--- config.mk ---
export PLATFORM = sky130hd
export DESIGN_NAME = race_lap_tracker
export DESIGN_NICKNAME = d
export VERILOG_FILES = /design/src/rtl/race_lap_tracker.sv
export SDC_FILE = /design/constraint.sdc
export NUM_CORES = 1
export LEC_CHECK = 0
export ABC_AREA = 1
export BUFFER_PORTS_ARGS = -buffer_cell sky130_fd_sc_hd__buf_2
export CORE_UTILIZATION = 40
export DETAILED_ROUTE_END_ITERATION = 16
export PLACE_DENSITY = 0.69
export SLEW_MARGIN = 5
export SYNTH_ARGS = -nofsm -noshare
export SYNTH_HDL_FRONTEND = slang
export SYNTH_SLANG_ARGS = --single-unit
--- constraint.sdc ---
create_clock -name i_clk -period 1.7 [get_ports i_clk]
set_input_delay 0.255 -clock i_clk [delete_from_list [all_inputs] [get_ports i_clk]]
set_output_delay 0.255 -clock i_clk [all_outputs]
set_load 0.01 [all_outputs]
--- src/rtl/race_lap_tracker.sv ---
// Per-frame race progress: finish-line crossing detection, per-car lap counting and winner decode.
// Build option: define RACE_LAP_CHECKPOINT_EN to require a half-track checkpoint before each lap counts.
module race_lap_tracker #(
    parameter int          POS_WIDTH    = 12,
    parameter int          FINISH_X     = -538,
    parameter int          FINISH_Y_MIN = -480,
    parameter int          FINISH_Y_MAX = 0,
    parameter int          CHECKPOINT_X = 400,
    parameter int unsigned LAP_MAX      = 3,
    parameter int unsigned DIGIT_WIDTH  = 4
) (
    input  logic                        i_clk,
    input  logic                        i_rst_n,
    input  logic                        i_frame_tick,
    input  logic                        i_start,
    input  logic                        i_clear,
    input  logic signed [POS_WIDTH-1:0] i_car1_x,
    input  logic signed [POS_WIDTH-1:0] i_car1_y,
    input  logic signed [POS_WIDTH-1:0] i_car2_x,
    input  logic signed [POS_WIDTH-1:0] i_car2_y,
    output logic [DIGIT_WIDTH-1:0]      o_car1_lap,
    output logic [DIGIT_WIDTH-1:0]      o_car2_lap,
    output logic                        o_car1_lap_pulse,
    output logic                        o_car2_lap_pulse,
    output logic                        o_race_active,
    output logic                        o_race_over,
    output logic [1:0]                  o_winner
);

`ifdef RACE_LAP_CHECKPOINT_EN
    localparam bit CKPT_EN = 1'b1;
`else
    localparam bit CKPT_EN = 1'b0;
`endif

    localparam logic [1:0] G_IDLE     = 2'd0;
    localparam logic [1:0] G_RACING   = 2'd1;
    localparam logic [1:0] G_FINISHED = 2'd2;

    localparam logic [1:0] C_IDLE  = 2'd0;
    localparam logic [1:0] C_ARMED = 2'd1;
    localparam logic [1:0] C_HALF  = 2'd2;
    localparam logic [1:0] C_DONE  = 2'd3;

    localparam logic signed [POS_WIDTH-1:0] FINISH_X_S = POS_WIDTH'(FINISH_X);
    localparam logic signed [POS_WIDTH-1:0] Y_MIN_S    = POS_WIDTH'(FINISH_Y_MIN);
    localparam logic signed [POS_WIDTH-1:0] Y_MAX_S    = POS_WIDTH'(FINISH_Y_MAX);
    localparam logic signed [POS_WIDTH-1:0] CKPT_X_S   = POS_WIDTH'(CHECKPOINT_X);
    localparam logic [DIGIT_WIDTH-1:0]      LAP_MAX_D  = DIGIT_WIDTH'(LAP_MAX);
    localparam logic [DIGIT_WIDTH-1:0]      LAP_ONE    = DIGIT_WIDTH'(1);

    logic signed [POS_WIDTH-1:0] cur_x [2];
    logic signed [POS_WIDTH-1:0] cur_y [2];

    logic [1:0]                  state_q, state_d;
    logic [1:0]                  car_q [2];
    logic [1:0]                  car_d [2];
    logic signed [POS_WIDTH-1:0] prev_x_q [2];
    logic signed [POS_WIDTH-1:0] prev_x_d [2];
    logic [DIGIT_WIDTH-1:0]      lap_q [2];
    logic [DIGIT_WIDTH-1:0]      lap_d [2];
    logic [1:0]                  pulse_q, pulse_d;
    logic [1:0]                  winner_q, winner_d;
    logic                        race_active_q, race_active_d;
    logic                        race_over_q, race_over_d;

    logic [1:0] crossing;
    logic [1:0] at_cp;
    logic [1:0] bump;
    logic [1:0] reached;

    assign cur_x[0] = i_car1_x;
    assign cur_x[1] = i_car2_x;
    assign cur_y[0] = i_car1_y;
    assign cur_y[1] = i_car2_y;

    // Forward crossing: previous x ahead of the line, current x on or past it, inside the y band.
    always_comb begin
        crossing = '0;
        at_cp    = '0;
        for (int i = 0; i < 2; i++) begin
            crossing[i] = (prev_x_q[i] > FINISH_X_S) && (cur_x[i] <= FINISH_X_S) &&
                          (cur_y[i] >= Y_MIN_S) && (cur_y[i] <= Y_MAX_S);
            at_cp[i]    = (cur_x[i] >= CKPT_X_S);
        end
    end

    always_comb begin
        state_d  = state_q;
        car_d    = car_q;
        prev_x_d = prev_x_q;
        lap_d    = lap_q;
        winner_d = winner_q;
        pulse_d  = '0;
        bump     = '0;
        reached  = '0;
        if (i_clear) begin
            state_d  = G_IDLE;
            winner_d = '0;
            for (int i = 0; i < 2; i++) begin
                car_d[i]    = C_IDLE;
                lap_d[i]    = '0;
                prev_x_d[i] = '0;
            end
        end else begin
            case (state_q)
                G_IDLE: begin
                    if (i_start) begin
                        state_d  = G_RACING;
                        winner_d = '0;
                        for (int i = 0; i < 2; i++) begin
                            car_d[i]    = C_ARMED;
                            lap_d[i]    = '0;
                            prev_x_d[i] = cur_x[i];
                        end
                    end
                end
                G_RACING: begin
                    if (i_frame_tick) begin
                        for (int i = 0; i < 2; i++) begin
                            prev_x_d[i] = cur_x[i];
                            case (car_q[i])
                                C_ARMED: begin
                                    if (CKPT_EN) begin
                                        if (at_cp[i]) car_d[i] = C_HALF;
                                    end else begin
                                        bump[i] = crossing[i];
                                    end
                                end
                                C_HALF:  bump[i] = crossing[i];
                                default: ;
                            endcase
                            // Saturating lap increment; the final lap retires the car.
                            if (bump[i] && (lap_q[i] != LAP_MAX_D)) begin
                                lap_d[i]   = lap_q[i] + LAP_ONE;
                                pulse_d[i] = 1'b1;
                                if ((lap_q[i] + LAP_ONE) == LAP_MAX_D) begin
                                    car_d[i]   = C_DONE;
                                    reached[i] = 1'b1;
                                end else begin
                                    car_d[i] = C_ARMED;
                                end
                            end
                        end
                        // Bit 0 = car1, bit 1 = car2, both = tie.
                        if (reached != 2'b00) begin
                            state_d  = G_FINISHED;
                            winner_d = reached;
                        end
                    end
                end
                default: ;
            endcase
        end
        race_active_d = (state_d == G_RACING);
        race_over_d   = (state_d == G_FINISHED);
    end

    always_ff @(posedge i_clk or negedge i_rst_n) begin
        if (!i_rst_n) begin
            state_q       <= G_IDLE;
            pulse_q       <= '0;
            winner_q      <= '0;
            race_active_q <= 1'b0;
            race_over_q   <= 1'b0;
            for (int i = 0; i < 2; i++) begin
                car_q[i]    <= C_IDLE;
                prev_x_q[i] <= '0;
                lap_q[i]    <= '0;
            end
        end else begin
            state_q       <= state_d;
            pulse_q       <= pulse_d;
            winner_q      <= winner_d;
            race_active_q <= race_active_d;
            race_over_q   <= race_over_d;
            for (int i = 0; i < 2; i++) begin
                car_q[i]    <= car_d[i];
                prev_x_q[i] <= prev_x_d[i];
                lap_q[i]    <= lap_d[i];
            end
        end
    end

    assign o_car1_lap       = lap_q[0];
    assign o_car2_lap       = lap_q[1];
    assign o_car1_lap_pulse = pulse_q[0];
    assign o_car2_lap_pulse = pulse_q[1];
    assign o_race_active    = race_active_q;
    assign o_race_over      = race_over_q;
    assign o_winner         = winner_q;

endmodule

After elaboration in Yosys (flattened, before gate mapping). Index checks and enable logic that the tools add are counted.

ROM bits: 0. Memory bits (writable): 0. Memories kept: 0. Bits in registers: 44. Output and inout port bits: 14. Bits in latches: 0.

Mux-type cells: 51. Magnitude comparators: 8. Add/subtract/negate cells: 2. Multipliers: 0. Reductions and logical operators: 17. Shifts and indexed selects: 0. Equality and inequality tests: 16. Div/mod/pow operators: 0. Bitwise operators: 0.

Operator list (number): two-way mux 24 bit (3); case mux 24 bit (2 select lines) (1); two-way mux 2 bit (15); greater-or-equal comparator 12 x 10 -> 1 bit (second input constant) (2); greater-than comparator 12 x 11 -> 1 bit (second input constant) (2); <= comparator 12 x 1 -> 1 bit (second input constant) (2); <= comparator 12 x 11 -> 1 bit (second input constant) (2); two-way mux 8 bit (3); two-way mux 1 bit (20); two-way mux 4 bit (5); case mux 8 bit (2 select lines) (1); != test 3 bit (second input constant) (5); AND reduction 4 bit (3); adder 4 x 1 -> 4 bit (second input constant) (2); == test 2 x 1 -> 1 bit (second input constant) (4); == test 4 x 2 -> 1 bit (second input constant) (2); logical AND 1 bit (8); != test 4 x 2 -> 1 bit (second input constant) (2); case mux 2 bit (2 select lines) (2); case mux 4 bit (2 select lines) (1); == test 2 bit (second input constant) (3); OR reduction 2 bit (2); AND reduction 3 bit (1); nonzero test 3 bit (1); other kinds (2) (2).

Logic depth before layout (Yosys ltp).
Depth after elaboration: 19. Mapped depth: 12. Mapped depth without buffers: 12.

Worst setup path after synthesis. OpenSTA, ideal clock, no wires.

Path kind: register to register. Start: register lap_q, in the netlist o_car2_lap[0]. End: register lap_q, in the netlist o_car2_lap[0]. Stages on the path, launching flop included: 11. Arrival: 1.479 ns. Buffers on the path: 0. Required time: 1.573 ns. Setup slack: 0.094 ns. Setup time: 0.127 ns. Cell sequence: dfrtp_1 > ha_1 > nor3b_1 > nor2_1 > nand2_1 > nor2_2 > nand2_2 > nor2_4 > o21ai_4 > nand2_1 > o21ai_1.

Word-level cells in the longest chain between the ends: 5.

Ends and longest elaborated chain: start, declared (line 60) `logic [DIGIT_WIDTH-1:0] lap_q [2];`; start signal, assigned by index (line 180) `lap_q[i] <= lap_d[i];`; adder 4 x 1 -> 4 bit (line 135) `lap_d[i] = lap_q[i] + LAP_ONE;`; two-way mux 4 bit (line 134) `if (bump[i] && (lap_q[i] != LAP_MAX_D)) begin`; two-way mux 8 bit (line 119) `if (i_frame_tick) begin`; case mux 8 bit (2 select lines) (line 106) `case (state_q)`; two-way mux 8 bit (line 97) `if (i_clear) begin`.

Parallel ways exist; a longest one is shown, timed or not. The select of a mux whose other input is x is not followed. A chain may end at the register's enable or synchronous reset.

Worst setup path after layout.
Start: register lap_q, in the netlist o_car2_lap[1]. End: register lap_q, in the netlist o_car2_lap[0].

Word-level cells in the longest chain between the ends: 4.

Ends and longest elaborated chain (line): != test 4 x 2 -> 1 bit (134); logical AND 1 bit (134); != test 3 bit (no line); AND reduction 4 bit (no line).

No other way between the ends.

==> impl_metrics.json <==
{
  "status": "finished clean",
  "port_buffers": 66,
  "cts_tree": "done",
  "hold_violations": 0,
  "placed_area_um2": 2800,
  "endpoint_kind": "register",
  "crit_required_ps": 1890,
  "top_layer_used": "met4",
  "drt_iter0_drc": 119,
  "ys_seq_area_share_pct": 47.0,
  "grt_pass1_wl_um": 9050,
  "muxShareOfSynthArea_pct": 0,
  "max_slew_margin_pct": 65.8,
  "ir_drop_mv": 0.499,
  "layout_commonest_cell": "nand2_1",
  "final_cell_mix": "nand2_1 (108), buf_2 (66), dfrtp_1 (44)",
  "grt_pass1_vias": 2064,
  "multi_input_area_um2": 1150,
  "finalWeightedCongestion": 0.776,
  "fin_skew_ps": 12.2,
  "die_h_um": 78.5,
  "place_inst": 442,
  "hp-class": "in2reg",
  "design_area_um2": 3010,
  "arrival_ps": 1810,
  "syn-cell-area_um2": 2340,
  "finalMaxSlewViolations": 0,
  "rsz0062_at_grt": "true",
  "vias": 2165,
  "syn-num-nets": 360,
  "ios": 67,
  "p_per_area_nw_per_um2": 789,
  "gr-usage-all-layers_pct": 18.8,
  "rows": 27,
  "synth_top_family_by_area": "simple AND/OR/NAND/NOR gates",
  "die_area_um2": 6170,
  "clkTransAtPathRegs_ps": 90,
  "instances_no_fill": 455,
  "yosysWarnings": 0,
  "start_kind": "register",
  "yosys.area_share.adder_pct": 2.14,
  "netlist-cell-type-count": 28,
  "setup-tns-final_ps": 0,
  "max_freq_ghz": 0.614,
  "clock_latency_ps": 300,
  "dp_hpwl_um": 4040,
  "layout-drive-gt1-share_pct": 32.6,
  "first_pass_iters": 6,
  "synth_xor_area_share_pct": 1.49,
  "hold_depth": 3,
  "routed-wl-met2_um": 2690,
  "ff_latch_area_um2": 1100,
  "r2r_cells": 10,
  "nFillCells": 553,
  "layout.nets": 439,
  "synth_compound_area_share_pct": 5.61,
  "cts-root-buf": "clkbuf_8",
  "routed_via_density": 4.76,
  "setup_viol": 0,
  "yosys.area_share.simple_pct": 38.1,
  "fin_crit_sh_pct": 95.8,
  "critPathKind": "reg2reg",
  "initial_core_util_pct": 42.0,
  "leakage_nw": 1.64,
  "tightest_slew_ps": 513,
  "wl_met3_um": 204,
  "finalPower_mw": 2.37,
  "wl_met1_um": 2520,
  "grt_max_degree": 26,
  "ant_nets": 0,
  "fin_crit_ps": 1630,
  "synth_cells": 303,
  "drc": 0,
  "cts_num_sinks": 44,
  "ys_seq_elements": 44,
  "avgSynthCellArea_um2": 7.73,
  "dieWidth_um": 78.5,
  "areaGrowthSynthToFinish_pct": 28.5,
  "routed_wl_um": 5440,
  "cts_made_buffers": 5,
  "coreArea_um2": 5570,
  "drv_cap": 0,
  "wire_per_inst_um": 12.0,
  "worstPathMaxFanout": 8,
  "overflow": 0,
  "diodes": 0,
  "clk_path_buf_depth": 2,
  "htree_levels": 2,
  "antenna_found_initial": 0
}
-- through the flow --
step	hold slack (ps)	setup slack [ps]	utilization [%]
5_1_grt	196	-42.6	54.0
3_3_place_gp	254	74.4	50.3
2_1_floorplan	-40.6	94.2	-
4_1_cts	185	20.8	52.7
3_5_place_dp	253	66.2	50.3
6_report	190	71.1	54.0
-- state kept, by name (all words and copies together), names as in the netlist --
name / flops
o_race_active: 1
prev_x_q: 24
pulse_q: 2
o_winner: 2
o_car1_lap: 4
car_q: 4
state_q: 2
o_race_over: 1
o_car2_lap: 4
-- timing repair --
item / CTS / global route
hold endpoints to repair: 21 / 0
buffers inserted: 0 / 4
setup endpoints to repair: 0 / 33
hold buffers: 1 / 0
gates resized for setup: 0 / 13
-- report_power, final --
part           leakage (nW)  switching [mW]  internal [mW]
clock                0.0614           0.376          0.481
sequential            0.584          0.0311           1.11
combinational         0.999           0.230          0.148
-- routing by layer --
| metal | vias to the layer above | global-route usage (%) |
|---|---|---|
| met3 | 3 | 3.37 |
| li1 | 1114 | - |
| met5 | - | 0 |
| met4 | 0 | 4.63 |
| met1 | 1000 | 24.1 |
| met2 | 48 | 32.6 |
-- worst paths after layout --
path / startpoint / end / slack [ps]
max: o_car2_lap[1] / o_car2_lap[0] / 70
max reg2reg: o_car2_lap[1] / o_car2_lap[0] / 70
min in group asynchronous: i_rst_n / prev_x_q[8] / 450
min: i_car2_x[7] / prev_x_q[7] / 190
min reg2reg: state_q[1] / o_race_active / 480
max in group asynchronous: i_rst_n / o_car1_lap[1] / 730
-- worst max-delay path, stage by stage, from the launching register on --
cell     delay, ps
dfrtp_1        390
ha_2           200
nor3b_4        140
nor2_1          90
nand2_1         70
nor2_2         130
nand2_2        100
nor2_4         140
o21ai_4        120
nand2_1         80
o21ai_1         50
-- area by class of cell --
cell class,instances,area share [%]
clock buffers,6,2.74
clock inverters,2,1.29
inverters,26,3.45
multi-input cells,226,38.3
flip-flops and latches,44,36.6
well taps,72,2.99
repair buffers,79,14.7
-- synth_stat cells (all sizes together) --
library cell / instances / share of area (%)
nand3: 36 / 8.2
inv: 26 / 4.3
nor3b: 2 / 0.64
dfrtp: 44 / 47
and2: 2 / 0.53
nor2: 36 / 6.8
buf: 5 / 1.1
o21bai: 2 / 0.64
xnor2: 4 / 1.5
clkbuf: 2 / 0.32
o21ai: 10 / 3.4
nand4: 6 / 1.9
nor4: 2 / 0.53
ha: 4 / 2.1
a21oi: 5 / 1.5
nand2: 117 / 19
-- cells by family after synthesis --
kind of cell / after synthesis
compound gates: 17
simple gates: 201
buf+inv: 33
fa+ha+maj: 4
flops: 44
xor+xnor: 4
(Power assumes the default switching activity.)
